### src/rtl/multi_edge_detector.sv
`default_nettype none
// ============================================================================
//  Module   : multi_edge_detector
//  Purpose  : Multi-channel edge detector. Each channel synchronises an
//             asynchronous input, detects rising/falling/both edges selected
//             at run time, and reports a one-cycle pulse, a sticky flag and a
//             saturating event counter.
//
//  Ports    : clk         - single clock, all state on the rising edge
//             reset       - asynchronous, active-high reset
//             data_in     - [WIDTH] asynchronous inputs, one per channel
//             mode        - [2] 00 off, 01 rising, 10 falling, 11 both
//             clear       - [WIDTH] per-channel synchronous clear of
//                           flag and counter
//             edge_pulse  - [WIDTH] one-cycle registered pulse per edge
//             edge_flag   - [WIDTH] sticky per-channel event flag
//             edge_count  - [WIDTH*CNT_W] flattened saturating counters,
//                           channel i at [i*CNT_W +: CNT_W]
//
//  Options  : DEBOUNCE_EN - when defined, a per-channel stability filter of
//             DEB_CYCLES clocks is inserted after the synchroniser.
//
//  Revision : 1.0 - initial release
// ============================================================================
module multi_edge_detector #(
    parameter int WIDTH       = 4,
    parameter int SYNC_STAGES = 2,
    parameter int CNT_W       = 8,
    parameter bit INIT_VAL    = 1'b0,
    parameter int DEB_CYCLES  = 4
) (
    input  logic                   clk,
    input  logic                   reset,
    input  logic [WIDTH-1:0]       data_in,
    input  logic [1:0]             mode,
    input  logic [WIDTH-1:0]       clear,
    output logic [WIDTH-1:0]       edge_pulse,
    output logic [WIDTH-1:0]       edge_flag,
    output logic [WIDTH*CNT_W-1:0] edge_count
);

    localparam logic [CNT_W-1:0] c_CNT_MAX = {CNT_W{1'b1}};
    localparam logic [CNT_W-1:0] c_CNT_ONE = CNT_W'(1);

    // Elaboration-time parameter sanity checks.
    generate
        if (WIDTH < 1 || WIDTH > 32) begin : g_bad_width
            $error("multi_edge_detector: WIDTH must be 1..32");
        end
        if (SYNC_STAGES < 2 || SYNC_STAGES > 4) begin : g_bad_sync
            $error("multi_edge_detector: SYNC_STAGES must be 2..4");
        end
        if (CNT_W < 1) begin : g_bad_cnt
            $error("multi_edge_detector: CNT_W must be at least 1");
        end
        if (DEB_CYCLES < 1) begin : g_bad_deb
            $error("multi_edge_detector: DEB_CYCLES must be at least 1");
        end
    endgenerate

    genvar gi;
    generate
        for (gi = 0; gi < WIDTH; gi++) begin : g_ch
            logic [SYNC_STAGES-1:0] r_sync;
            logic                   w_sampled;  // level that edges are detected on
            logic                   r_prev;
            logic                   w_rise;
            logic                   w_fall;
            logic                   w_det;
            logic                   r_pulse;
            logic                   r_flag;
            logic [CNT_W-1:0]       r_cnt;

            // Synchroniser: bit 0 takes the raw input, top bit is the safe copy.
            always_ff @(posedge clk or posedge reset) begin
                if (reset) begin
                    r_sync <= {SYNC_STAGES{INIT_VAL}};
                end else begin
                    r_sync <= {r_sync[SYNC_STAGES-2:0], data_in[gi]};
                end
            end

`ifdef DEBOUNCE_EN
            // Counter runs 0..DEB_CYCLES-1; the filtered level flips on the
            // clock that would make DEB_CYCLES consecutive differing samples.
            localparam int c_DEB_W = (DEB_CYCLES > 1) ? $clog2(DEB_CYCLES) : 1;
            localparam logic [c_DEB_W-1:0] c_DEB_LAST = c_DEB_W'(DEB_CYCLES - 1);
            localparam logic [c_DEB_W-1:0] c_DEB_ONE  = c_DEB_W'(1);

            logic               r_filt;
            logic [c_DEB_W-1:0] r_deb_cnt;

            always_ff @(posedge clk or posedge reset) begin
                if (reset) begin
                    r_filt    <= INIT_VAL;
                    r_deb_cnt <= '0;
                end else if (r_sync[SYNC_STAGES-1] == r_filt) begin
                    // Any return to the filtered level restarts the window.
                    r_deb_cnt <= '0;
                end else if (r_deb_cnt == c_DEB_LAST) begin
                    r_filt    <= r_sync[SYNC_STAGES-1];
                    r_deb_cnt <= '0;
                end else begin
                    r_deb_cnt <= r_deb_cnt + c_DEB_ONE;
                end
            end

            assign w_sampled = r_filt;
`else
            assign w_sampled = r_sync[SYNC_STAGES-1];
`endif

            assign w_rise = w_sampled & ~r_prev;
            assign w_fall = ~w_sampled & r_prev;
            assign w_det  = (mode[0] & w_rise) | (mode[1] & w_fall);

            // History tracks the input even when mode is 00 so that enabling
            // detection later never reports a stale edge.
            always_ff @(posedge clk or posedge reset) begin
                if (reset) begin
                    r_prev  <= INIT_VAL;
                    r_pulse <= 1'b0;
                    r_flag  <= 1'b0;
                    r_cnt   <= '0;
                end else begin
                    r_prev  <= w_sampled;
                    r_pulse <= w_det;

                    // A new event beats a simultaneous clear.
                    if (w_det) begin
                        r_flag <= 1'b1;
                    end else if (clear[gi]) begin
                        r_flag <= 1'b0;
                    end

                    // Clear with a simultaneous event leaves exactly one count.
                    if (clear[gi]) begin
                        r_cnt <= w_det ? c_CNT_ONE : '0;
                    end else if (w_det && (r_cnt != c_CNT_MAX)) begin
                        r_cnt <= r_cnt + c_CNT_ONE;
                    end
                end
            end

            assign edge_pulse[gi]                 = r_pulse;
            assign edge_flag[gi]                  = r_flag;
            assign edge_count[gi*CNT_W +: CNT_W]  = r_cnt;
        end
    endgenerate

endmodule
`default_nettype wire
### config.mk
export PLATFORM = sky130hd
export DESIGN_NAME = multi_edge_detector
export DESIGN_NICKNAME = d
export VERILOG_FILES = /design/src/rtl/multi_edge_detector.sv
export SDC_FILE = /design/constraint.sdc
export NUM_CORES = 1
export LEC_CHECK = 0
export BUFFER_PORTS_ARGS = -buffer_cell sky130_fd_sc_hd__buf_2
export CAP_MARGIN = 20
export CORE_MARGIN = 1.5
export CORE_UTILIZATION = 54
export CTS_CLUSTER_SIZE = 10
export DETAILED_ROUTE_END_ITERATION = 8
export PLACE_DENSITY = 0.9
export SYNTH_ARGS = -nofsm -noshare
export SYNTH_HDL_FRONTEND = slang
export SYNTH_SLANG_ARGS = --single-unit
### constraint.sdc
create_clock -name clk -period 2.3 [get_ports clk]
set_input_delay 0.46 -clock clk [delete_from_list [all_inputs] [get_ports clk]]
set_output_delay 0.46 -clock clk [all_outputs]
set_load 0.02 [all_outputs]
==> impl_metrics.toml <==
[grt]
use_met2 = 0.3439
grt_pass1_vias = 1814
track_usage = 0.2037
grt-ovfl-total = 0
grt_max_degree = 35
grt.busiest_layer = "met2"
grt_pass1_wl_mm = 8.073
antenna_found_initial = 0
met1_usage = 0.2579
grt_use_met3 = 0.04618

[synth]
yosysUniqueCellTypes = 40
postSynthCellCount = 237
async_flop_share = 1.000
synth_top_area_frac = 0.5347
synthFlopType = "dfrtp_1"
ys_seq_area_frac = 0.5347
synthTopCellsByArea = "dfrtp_1 53%, a21oi_1 4.7%, nand3_1 3.9%, nand2_1 2.8%, nand3b_1 2.8%"
synthesis.area_um2 = 2434
synth_area_per_cell_um2 = 10.27
syn_nets = 253
yosysTopAreaCell = "dfrtp_1"
synth_edf_count = 0
yosysWarnings = 0
ys_ff_latch = 52

[clock_tree]
cts_hold_buf = 0
cts.reportedPaths.clkPinSlew_ps = 100
ctsResizeCount = 0
cts_tree = "done"
clock-sinks = 52
clk_latency_ps = 310
cts_max_level = 2
ctsRootBufferMaster = "clkbuf_8"
cts_max_path_buffers = 2
cts_buffers = 5
post_cts_buffers = 0

[drt]
drtAntennaViolNets = 0
vias = 1979
drt_iter0_drc = 158
avgRoutedWirePerCell_um = 14.37
drc = 0
drt_first_pass_iters = 4
wl_mm = 4.815
viasPerCell = 5.907

[hold_path]
min_path_type = "input pin to asynchronous set/reset pin"

[power_and_ir_drop]
p_sw_mw = 0.4707
ir_worst_vdd_v = 0.0004613
power.share.clock = 0.312
p_comb_frac = 0.110
p_int_mw = 1.236
swShare = 0.2758
p_per_area_nw_per_um2 = 618.9
leakage_nw = 1.296
seqPwrFrac = 0.578

[setup_path]
start_kind = "flop"
critPathArrivalTime_ps = 2020
worst-endpoint-required_ps = 2500
crit_family = "compound AO/OA/AOI/OAI gates"
path_class = "flop to flop"
path_cells = "ha_1 > nand3_1 > o2bb2ai_1 > mux2i_1 > nor2_1"
cp_slowest_stage_delay_ps = 640
cp_num_buf_inv = 0
endpoint_kind = "flop"
worst-path-max-fanout = 13
crit_slowest_cell = "o2bb2ai_1"

[floorplanning]
core_area_um2 = 4354
initial_core_util = 0.5589
die_h_um = 70.13
dieArea_um2 = 4918
fp.dieW_um = 70.13
ios = 52
row_count = 24

[timing]
rsz0062_at_grt = "no"
holdWs_ps = 237.6
finalHoldViolCount = 0
setup_tns_ps = 0
relSlewSlack = 0.4703
setup_viol = 0
fin_crit_sh = 0.7914
post-route-min-period_ps = 1820
worstMarginPinSlew_ps = 794.6
max_freq_ghz = 0.5494
finClkSkew_ps = 8.035
drv_slew = 0

[place]
hpwl_mm = 3.448
io_buffer_count = 51
gp_congestion = 0.7773

[run_status]
outcome = "finished, final reports clean"

[cells_and_area]
final_layout_size_suffix_gt1_frac = 0.2438
diodes = 0
nFillCells = 362
final_util = 0.6333
syn_to_final_growth_pct = 13.32
fin_nets = 298

[job]
maxCapViolCount = 0
placed cells by master, fill, tap and decap left out, drive strengths merged, types with 2 or more instances in the layout:
cell / instances
o311ai: 3
buf: 53
o41ai: 2
and4: 5
nor2b: 5
nand3: 19
nor2: 10
mux2: 3
ha: 4
or3: 6
dfrtp: 52
or4: 6
clkinv: 3
o2bb2ai: 2
nand2: 18
nor3: 7
nand3b: 9
inv: 11
o21ai: 9
nand4: 4
mux2i: 2
clkbuf: 5
o211ai: 3
o31ai: 7
a21oi: 23
a21o: 3
power groups by stage:
stage,Combinational (mW),Clock [mW],Sequential (mW)
floorplan,0.128,0,1.02
global placement,0.185,0,1.00
detailed placement,0.190,0,1.00
CTS,0.190,0.543,0.986
global route,0.210,0.578,0.992
finish,0.188,0.532,0.986
stage by stage:
step	setup WS (ps)	instances	power (mW)	area (um2)
after floorplan	582.1	237	1.146	2434
after global placement	476.5	327	1.185	2666
after detailed placement	397.7	327	1.194	2666
after CTS	470.0	335	1.719	2758
after global routing	267.2	335	1.781	2758
final	479.8	335	1.707	2758
registers in the layout, indices dropped and copies added, names as in the netlist:
register	count
g_ch.r_cnt	32
g_ch.r_sync	8
g_ch.r_flag	4
g_ch.r_prev	4
g_ch.r_pulse	4
cells in the mapped netlist, types with 2 or more instances:
master	instances
buf_6	2
mux2_2	3
nor3_1	7
a21o_1	3
nand3b_1	9
and4_1	5
nand2_1	18
nor2b_1	5
o311ai_0	3
a21oi_1	23
o31ai_1	7
dfrtp_1	52
nor2_1	10
ha_1	4
buf_4	8
nand3_1	19
nand4_1	4
or3_1	5
or4_1	6
inv_1	10
o41ai_1	2
mux2i_1	2
o21ai_0	9
clkbuf_1	3
o211ai_1	3
area by class of cell:
type	instances	area, um2	share of cell area
clock inverters	3	22.52	0.008167
well taps	52	65.06	0.02359
inverters	11	41.29	0.01497
multi-input cells	159	988.4	0.3584
repair buffers	53	270.3	0.09800
clock buffers	5	68.82	0.02495
flip-flops and latches	52	1301	0.4719
logic make-up after synthesis:
kind of cell / Yosys count / share of synthesized area
AOI/OAI and AO/OA: 57 / 0.1506
adders and majority gates: 4 / 0.02057
buffers and inverters: 26 / 0.05912
DFF: 52 / 0.5347
muxes: 5 / 0.02211
and+or+nand+nor: 93 / 0.2129
routing by layer:
layer | wire length, um | share of wire | up-vias
li1 | - | - | 958
met1 | 2175 | 0.45 | 941
met2 | 2318 | 0.48 | 69
met3 | 251 | 0.052 | 11
met4 | 70 | 0.015 | 0
met5 | 0 | 0 | -
path summary, 6_finish.rpt:
| path | start | end | slack, ps | depth (start not counted) |
|---|---|---|---|---|
| max in group asynchronous | reset | g_ch[0].r_cnt[4] | 1440 | 3 |
| min in group clk | data_in[3] | g_ch[3].r_sync[0] | 250 | 1 |
| min | reset | g_ch[2].r_pulse | 240 | 2 |
| max | g_ch[2].r_cnt[0] | g_ch[2].r_cnt[1] | 480 | 5 |
| min reg2reg | g_ch[2].r_sync[0] | g_ch[2].r_sync[1] | 350 | 0 |
| max reg2reg | g_ch[2].r_cnt[0] | g_ch[2].r_cnt[1] | 480 | 5 |
Note: power is estimated with default switching activity, not from simulation.
